## src/rtl/fifo_write_arbiter_if.sv

```systemverilog
// Bundle of the requester-side and FIFO-side signals of the write arbiter.
// The master modport is the arbiter. The slave modport is the requesters and the FIFO.
interface fifo_write_arbiter_if #(
    parameter int unsigned DW = 32
);
    logic [3:0]      req;
    logic [4*DW-1:0] wdata;
    logic [3:0]      ack;
    logic [3:0]      gnt;
    logic            FULL;
    logic            WR;
    logic            EN;
    logic [DW-1:0]   dataIn;
    logic [15:0]     wr_count;

    modport master (
        input  req, wdata, FULL,
        output ack, gnt, WR, EN, dataIn, wr_count
    );

    modport slave (
        output req, wdata, FULL,
        input  ack, gnt, WR, EN, dataIn, wr_count
    );
endinterface

```

## src/rtl/fifo_write_arbiter.sv

```systemverilog
// Round-robin arbiter that lets four requesters write bursts of up to BURST words into one FIFO.
// Every grant is followed by one idle arbitration cycle.
module fifo_write_arbiter #(
    parameter int unsigned DW    = 32,
    parameter int unsigned BURST = 4
) (
    input logic                 Clk,
    input logic                 Rst,
    fifo_write_arbiter_if.master bus
);

    typedef enum logic {StIdle, StXfer} state_e;

    state_e      r_state, w_state_nxt;
    logic [3:0]  r_gnt, w_gnt_nxt;
    logic [1:0]  r_last, w_last_nxt;
    logic [3:0]  r_beat, w_beat_nxt;
    logic [15:0] r_wr_count;
    logic        r_en;

    logic [1:0]    w_g;
    logic [1:0]    w_pick;
    logic          w_req_g;
    logic          w_accept;
    logic          w_last_beat;
    logic [DW-1:0] w_data_mux;

    always_comb begin
        w_g = 2'd0;
        for (int i = 0; i < 4; i++) begin
            if (r_gnt[i]) w_g = 2'(i);
        end
    end

    assign w_req_g     = bus.req[w_g];
    // Rst gating keeps WR/ack low during reset even while a grant is still registered.
    assign w_accept    = (r_state == StXfer) && w_req_g && !bus.FULL && !Rst;
    assign w_last_beat = (r_beat == 4'(BURST - 1));

    // Search starts one past the previous grantee and wraps, so everyone gets a turn.
    always_comb begin : p_pick
        logic       found;
        logic [1:0] idx;
        found  = 1'b0;
        idx    = r_last;
        w_pick = r_last;
        for (int k = 1; k <= 4; k++) begin
            idx = r_last + 2'(k);
            if (!found && bus.req[idx]) begin
                found  = 1'b1;
                w_pick = idx;
            end
        end
    end

    always_comb begin
        w_state_nxt = r_state;
        w_gnt_nxt   = r_gnt;
        w_last_nxt  = r_last;
        w_beat_nxt  = r_beat;
        case (r_state)
            StIdle: begin
                if (bus.req != 4'b0000) begin
                    w_state_nxt = StXfer;
                    w_gnt_nxt   = 4'b0001 << w_pick;
                end
            end
            StXfer: begin
                if (!w_req_g || (w_accept && w_last_beat)) begin
                    w_state_nxt = StIdle;
                    w_gnt_nxt   = 4'b0000;
                    w_last_nxt  = w_g;
                    w_beat_nxt  = 4'd0;
                end else if (w_accept) begin
                    w_beat_nxt = r_beat + 4'd1;
                end
            end
            default: begin
                w_state_nxt = StIdle;
                w_gnt_nxt   = 4'b0000;
            end
        endcase
    end

    always_ff @(posedge Clk) begin
        if (Rst) begin
            r_state    <= StIdle;
            r_gnt      <= 4'b0000;
            r_last     <= 2'd3;
            r_beat     <= 4'd0;
            r_wr_count <= 16'd0;
            r_en       <= 1'b0;
        end else begin
            r_state <= w_state_nxt;
            r_gnt   <= w_gnt_nxt;
            r_last  <= w_last_nxt;
            r_beat  <= w_beat_nxt;
            r_en    <= 1'b1;
            if (w_accept) r_wr_count <= r_wr_count + 16'd1;
        end
    end

    always_comb begin
        w_data_mux = '0;
        if (!Rst && (r_gnt != 4'b0000)) w_data_mux = bus.wdata[32'(w_g) * DW +: DW];
    end

    assign bus.WR       = w_accept;
    assign bus.ack      = w_accept ? r_gnt : 4'b0000;
    assign bus.gnt      = r_gnt;
    assign bus.EN       = r_en;
    assign bus.dataIn   = w_data_mux;
    assign bus.wr_count = r_wr_count;

endmodule

```

## src/flat_wrapper.sv

```systemverilog
// flat-port wrapper written by rule: the top's interface ports become plain ports
module fifo_write_arbiter_flat 
#(
    parameter int unsigned DW    = 32,
    parameter int unsigned BURST = 4
)
  (Clk, Rst, bus_req, bus_wdata, bus_FULL, bus_ack, bus_gnt, bus_WR, bus_EN, bus_dataIn, bus_wr_count);
  fifo_write_arbiter_if #(.DW(DW)) bus_i ();
  input logic Clk;
  input logic Rst;
  input wire logic [$bits(bus_i.req)-1:0] bus_req;
  input wire logic [$bits(bus_i.wdata)-1:0] bus_wdata;
  input wire logic [$bits(bus_i.FULL)-1:0] bus_FULL;
  output wire logic [$bits(bus_i.ack)-1:0] bus_ack;
  output wire logic [$bits(bus_i.gnt)-1:0] bus_gnt;
  output wire logic [$bits(bus_i.WR)-1:0] bus_WR;
  output wire logic [$bits(bus_i.EN)-1:0] bus_EN;
  output wire logic [$bits(bus_i.dataIn)-1:0] bus_dataIn;
  output wire logic [$bits(bus_i.wr_count)-1:0] bus_wr_count;
  assign bus_i.req = bus_req;
  assign bus_i.wdata = bus_wdata;
  assign bus_i.FULL = bus_FULL;
  assign bus_ack = bus_i.ack;
  assign bus_gnt = bus_i.gnt;
  assign bus_WR = bus_i.WR;
  assign bus_EN = bus_i.EN;
  assign bus_dataIn = bus_i.dataIn;
  assign bus_wr_count = bus_i.wr_count;
  fifo_write_arbiter #(.DW(DW), .BURST(BURST)) u_core (.Clk(Clk), .Rst(Rst), .bus(bus_i));
endmodule
```

## config.mk

```make
export PLATFORM = sky130hd
export DESIGN_NAME = fifo_write_arbiter_flat
export DESIGN_NICKNAME = d
export VERILOG_FILES = /design/src/rtl/fifo_write_arbiter_if.sv /design/src/rtl/fifo_write_arbiter.sv /design/src/flat_wrapper.sv
export SDC_FILE = /design/constraint.sdc
export NUM_CORES = 1
export LEC_CHECK = 0
export ABC_AREA = 1
export BUFFER_PORTS_ARGS = -buffer_cell sky130_fd_sc_hd__buf_2
export CORE_UTILIZATION = 40
export DETAILED_ROUTE_END_ITERATION = 7
export HOLD_SLACK_MARGIN = 0.06
export PLACE_DENSITY = 0.8
export REMOVE_ABC_BUFFERS = 1
export SYNTH_ARGS = -nofsm -noshare
export SYNTH_HDL_FRONTEND = slang
export SYNTH_SLANG_ARGS = --single-unit
```

## constraint.sdc

```tcl
create_clock -name Clk -period 2.4 [get_ports Clk]
set_clock_uncertainty 0.2 [all_clocks]
set_input_delay 0.36 -clock Clk [delete_from_list [all_inputs] [get_ports Clk]]
set_output_delay 0.36 -clock Clk [all_outputs]
set_load 0.05 [all_outputs]
```

==> reports/qor.txt, run 1 <==
run status = finished, final reports clean
Reg2Reg Setup Slack = 0.51 ns
P_leak = 2.10 nW
reg2reg end = u_core.bus.wr_count[4]$_SDFFE_PP0N_
number of DRC markers in iteration 0 = 280
Worst Setup SP = u_core.bus.gnt[1]$_SDFFE_PP0P_
gr ovfl total = 0
crit path DAT = 1.76 ns
GPL Wtd Cong = 0.959
count of clock tree sinks = 28
share of layout cells above drive strength 1 = 35.1%
detailed placement HPWL = 8.30 mm
wire length per cell = 13.4 um
Tightest Pin Transition = 0.333 ns
die area = 0.00743 sq mm
critical path type = reg -> out
Yosys warnings = 0
Starting Density = 41.5%
CP max stage delay = 0.43 ns
GRT Overall Usage = 27.0%
Final min period = 2.32 ns
final setup TNS = 0 ns
DRC violations left = 0
number of nets in the layout = 844
IO Count = 193
DR pass1 iterations = 5
R2R depth = 10
Critical R2R Launch = u_core.bus.gnt[1]$_SDFFE_PP0P_
core region area = 0.00683 sq mm
total number of H-tree levels = 1
die span in y = 86.2 um
CTS tree = done
antenna violations before repair = 0
max-cap violations = 0
endpoints failing hold = 0
Max rail drop VDD = 0.000654 V
TritonCTS buffer count = 3
crit end category = primary output
Rows = 30
CP max stage cell = dfxtp_2
Hold WC Path Type = in -> reg
detailed-route wire length = 10.7 mm
CTS root buffer = clkbuf_8
post-synthesis sequential area ratio = 19.8%
Synth cell types = 34
Mapped Cells = 521
IO Port Bufs = 192
Max Fclk = 432 MHz
period utilisation layout = 96.5%
P&R area growth vs syn = 44.3%
Clk Latency, worst-skew pair = 0.27 ns
CP Launch Type = flip-flop
wire length of the first global-routing pass = 16.6 mm
Synth Cell Area = 0.00284 sq mm
Hold WS = 0.186 ns
max_slew headroom = 77.6%
worst-path maximum fanout = 10
vias in the first global route = 3725
Max Root-Sink Buffers = 2
vias post-DR = 4155
Mapped Avg Cell Area = 5.44 sq um
PD cells = 1310 mW/mm^2
largest net degree at the start of global routing = 35
final setup fails = 0
#FFs+latches synth = 28
CP endpoint = bus_ack[2]
clock-pin slew on the worst setup and hold paths = 0.10 ns
critical path, cell by cell = nand2_2, nand2_4, inv_4, o21ai_2, nand2_2, nor2_8, inv_4, nor2_1, buf_4
worst path bufs/invs = 3
Critical Path Stages = 9
Req. time, crit path = 1.84 ns
Post-DRT Antenna Nets = 0
via density per instance = 5.17
Die X = 86.2 um
hold buffers post-CTS = 0
critical path's top delay family = simple AND/OR/NAND/NOR gates
Final Max Tran Viols = 0
## cell usage in the layout, fill, tap and decap left out, drive strengths merged
cell,Yosys,layout
buf,11,200
nor2,160,160
nand2,91,91
o21ai,74,74
a21oi,53,53
inv,37,37
dfxtp,28,28
nand3,22,22
clkbuf,16,11
nor3,6,6
nand4,5,5
xor2,5,5
xnor2,4,4
o211ai,2,2
ha,2,2
diode,0,1
clkinv,1,1
o31ai,1,1
nand3b,1,1
nor4,1,1
a211oi,1,1
bufinv,0,1
## metal layers
layer | GRT usage [%] | vias to the layer above | share of wire [%]
li1 | - | 2059 | -
met1 | 32.9 | 1852 | 40
met2 | 48.8 | 216 | 50
met3 | 3.33 | 28 | 8.2
met4 | 9.24 | 0 | 2.6
met5 | 0 | - | 0
## power by group
group          total (mW)  internal (mW)  switching (mW)
combinational        4.37           1.30            3.07
sequential          0.628          0.540          0.0880
clock               0.373          0.223           0.150
## logic make-up (layout without fill, tap and decap cells)
kind of cell,Yosys count,after routing,share of synthesized area [%]
AO/OA/AOI/OAI,131,131,24.8
XOR/XNOR,9,9,2.78
adder cells (fa/ha/maj),2,2,0.882
buffers and inverters,65,250,9.80
flip-flops,28,28,19.8
other,0,1,0
AND/OR/NAND/NOR,286,286,41.9
## timing repair
action,in CTS,in global routing
endpoints found under the setup margin,28,35
pin swaps,1,0
buffers inserted,2,0
gates resized for setup,3,30
## area by class of cell
class	count	area (sq um)
timing repair buffer	208	1180
antenna	1	2.50
inverter	38	148
sequential	28	563
tap	96	120
clock inverter	1	30.0
fill	686	2740
clock buffer	3	41.3
multi-input combinational	428	2010
## stage by stage
stage	instances	total power [mW]	setup WS, ns	util (%)	area [sq um]
floorplan	494	3.62	-1.82	-	2710
global placement	796	4.71	0.228	57.3	3910
detailed placement	796	4.78	0.183	57.3	3910
CTS	802	5.23	0.0153	58.8	4020
global route	802	5.79	-0.00694	59.9	4090
finish	803	5.37	0.0829	59.9	4090
## sequential cells by signal (all words and copies together) (netlist names)
register and count:
u_core.bus.EN 1, u_core.bus.gnt 4, u_core.bus.wr_count 16, u_core.r_beat 4, u_core.r_last 2, u_core.r_state 1
## worst min-delay path by stage
| stage | startpoint | end | slack, ns | cells after the start |
|---|---|---|---|---|
| after floorplan | Rst | u_core.bus.wr_count[14]$_SDFFE_PP0N_ | 0.22 | 1 |
| after global routing | Rst | u_core.r_state$_SDFF_PP0_ | 0.19 | 2 |
| after CTS | Rst | u_core.bus.gnt[1]$_SDFFE_PP0P_ | 0.17 | 2 |
| final | Rst | u_core.bus.gnt[1]$_SDFFE_PP0P_ | 0.19 | 2 |
| after detailed placement | u_core.r_beat[0]$_SDFFE_PP0P_ | u_core.r_beat[0]$_SDFFE_PP0P_ | 0.28 | 2 |
| after global placement | u_core.r_beat[0]$_SDFFE_PP0P_ | u_core.r_beat[0]$_SDFFE_PP0P_ | 0.27 | 2 |
## cells in the mapped netlist
cell type,count,area [sq um]
buf_2,5,25.0
inv_2,5,18.8
clkbuf_1,16,60.1
o211ai_1,2,15.0
buf_4,1,7.51
o31ai_2,1,12.5
clkinv_1,1,3.75
nor2_2,3,18.8
nor2_8,1,20.0
a21oi_2,8,70.1
xnor2_1,4,35.0
nand4_1,5,31.3
inv_1,30,113
a211oi_1,1,7.51
nand2_2,10,62.6
nor2_1,156,586
dfxtp_1,28,561
o21ai_1,1,5.00
inv_4,2,12.5
nor4_1,1,6.26
o21ai_2,1,8.76
nor3_2,1,10.0
nand2_4,1,11.3
nand3b_1,1,7.51
ha_1,2,25.0
o21ai_0,72,360
nor3_1,5,25.0
nand3_1,22,110
buf_6,1,11.3
a21oi_1,45,225
xor2_1,5,43.8
buf_1,3,11.3
buf_8,1,15.0
nand2_1,80,300
No activity file was read; power rests on OpenSTA's default activity.
==> inputs of run 2 (changes only) <==
Settings changed: CORE_UTILIZATION 40 to 43, PLACE_DENSITY 0.8 to 0.85.
==> reports/qor.txt, run 2 (synthesized netlist as in run 1, its figures left out) <==
Post-DRT Antenna Nets = 0 (unchanged)
die area = 0.00692 sq mm (-6.8%)
largest net degree at the start of global routing = 35 (unchanged)
RSZ-0062 raised after global routing = true
DP Cell Count = 781 (-1.9%)
Hold WC Path Type = in -> reg
number of nets in the layout = 857 (+1.5%)
Die X = 83.2 um (-3.5%)
final setup TNS = 0 ns (unchanged)
placed inst area = 0.00391 sq mm (-0.16%)
Finished Cell Area = 0.00424 sq mm (+3.7%)
crit path DAT = 1.80 ns (+0.04 ns)
wire length per cell = 14.1 um (+5.6%)
gr ovfl total = 0 (unchanged)
wire length of the first global-routing pass = 17.8 mm (+7.3%)
critical path, cell by cell = buf_12, nand2_2, nand2_4, inv_4, buf_12, o21ai_1, a21oi_1, buf_4
IO Port Bufs = 192 (unchanged)
R2R depth = 15 (+5)
hold depth = 2 (unchanged)
GRT Overall Usage = 31.0% (+4.0 points)
TritonCTS buffer count = 3 (unchanged)
number of DRC markers in iteration 0 = 228 (-19%)
worst-path maximum fanout = 32 (+22)
period utilisation layout = 98.4% (+1.9 points)
Max Fclk = 423 MHz (-1.9%)
# fillers = 584 (-15%)
crit end category = primary output
final setup fails = 0 (unchanged)
CTS root buffer = clkbuf_8
most frequent cells in the layout = buf_2 (165), nor2_1 (152), nand2_1 (80)
PD cells = 1360 mW/mm^2 (+3.5%)
Clk Latency, worst-skew pair = 0.28 ns (about the same)
Tightest Pin Transition = 0.346 ns (+0.0128 ns)
count of non-filler cells in the finished layout = 796 (-0.87%)
CP max stage delay = 0.37 ns (-0.06 ns)
core region area = 0.00635 sq mm (-7.1%)
antenna violations before repair = 0 (unchanged)
via density per instance = 5.33 (+3.1%)
count of clock tree sinks = 28 (unchanged)
Rows = 29 (-3.3%)
max reg flops = 16 (unchanged)
detailed placement HPWL = 8.42 mm (+1.5%)
critical path type = reg -> out
P_leak = 2.16 nW (+2.9%)
CP Launch Type = flip-flop
share of layout cells above drive strength 1 = 36.9% (+1.7 points)
commonest non-fill, non-tap cell in the layout = buf_2
run status = finished, final reports clean
detailed-route wire length = 11.2 mm (+4.6%)
n_diodes = 0 (-1)
die span in y = 83.2 um (-3.5%)
Req. time, crit path = 1.84 ns (about the same)
max_slew headroom = 76.7% (-0.86 points)
clock-pin slew on the worst setup and hold paths = 0.10 ns (about the same)
Final min period = 2.36 ns (+0.0445 ns)
GPL Wtd Cong = 0.972 (+1.3%)
IO Count = 193 (unchanged)
Post-Route Utilization = 66.8% (+6.9 points)
DR pass1 iterations = 5 (unchanged)
vias post-DR = 4246 (+2.2%)
CP max stage cell = dfxtp_4
Max Root-Sink Buffers = 2 (unchanged)
Max rail drop VDD = 0.000966 V (+48%)
CP dominant cell by count = buf_12
Final Max Tran Viols = 0 (unchanged)
endpoints failing hold = 0 (unchanged)
CTS tree = done
max-cap violations = 0 (unchanged)
P&R area growth vs syn = 49.6%
DRC violations left = 0 (unchanged)
Starting Density = 44.7% (+3.1 points)
total number of H-tree levels = 1 (unchanged)
vias in the first global route = 3912 (+5.0%)
==> run 2: changes by cell type in the layout (fill, tap and decap cells not counted), sizes merged <==
| cell | before | now |
|---|---|---|
| o31ai | 1 | 2 |
| diode | 1 | 0 |
| clkbuf | 11 | 12 |
| buf | 200 | 211 |
==> run 2: where the power goes <==
| group | total [mW] | switching (mW) | internal (mW) |
|---|---|---|---|
| Sequential | 0.614 | 0.0714 | 0.543 |
| Clock | 0.375 | 0.152 | 0.224 |
| Combinational | 4.78 | 3.24 | 1.54 |
==> run 2: cell type report <==
cell class	instances	area, sq um	area share (%)
tap	77	96.3	2.27
timing repair buffer	220	1310	31.0
clock buffer	3	41.3	0.973
multi-input combinational	429	2040	48.1
inverter	38	153	3.60
clock inverter	1	30.0	0.708
sequential	28	566	13.3
==> run 2: timing repair <==
item	CTS	global route
buffers inserted	7	3
endpoints found under the setup margin	37	36
gates cloned	1	0
hold buffers	0	0
gates resized for setup	28	40
endpoints found under the hold margin	0	0
pin swaps	3	3
==> run 2: through the flow <==
| stage | hold WS [ns] | total power [mW] | setup WS (ns) |
|---|---|---|---|
| floorplan | 0.222 | 3.62 | -1.82 |
| global placement | 0.268 | 4.74 | -0.110 |
| detailed placement | 0.296 | 4.79 | -0.144 |
| CTS | 0.130 | 5.46 | 0.00551 |
| global route | 0.137 | 6.18 | -0.0458 |
| finish | 0.137 | 5.77 | 0.0384 |
==> run 2: worst paths after layout <==
path / start / end / slack, ns
worst max-delay path: u_core.bus.gnt[1]$_SDFFE_PP0P_ / bus_dataIn[30] / 0.04
worst min register to register: u_core.r_beat[0]$_SDFFE_PP0P_ / u_core.r_beat[0]$_SDFFE_PP0P_ / 0.30
worst max register to register: u_core.bus.gnt[2]$_SDFFE_PP0P_ / u_core.r_beat[2]$_SDFFE_PP0P_ / 0.37
worst min-delay path: Rst / u_core.bus.wr_count[10]$_SDFFE_PP0N_ / 0.14
==> run 2: per-layer routing <==
metal | vias to the layer above | routed length, um | global-route usage, %
li1 | 2086 | - | -
met1 | 1895 | 4410 | 38.8
met2 | 229 | 5580 | 53.9
met3 | 36 | 897 | 3.88
met4 | 0 | 344 | 11.6
met5 | - | 0 | 0
==> run 2: critical path, delay by kind of cell, from the launching register on <==
| family | cells | cell delay (ns) |
|---|---|---|
| buffers and inverters | 4 | 0.66 |
| and+or+nand+nor | 2 | 0.14 |
| DFF | 1 | 0.37 |
| AOI/OAI and AO/OA | 2 | 0.34 |
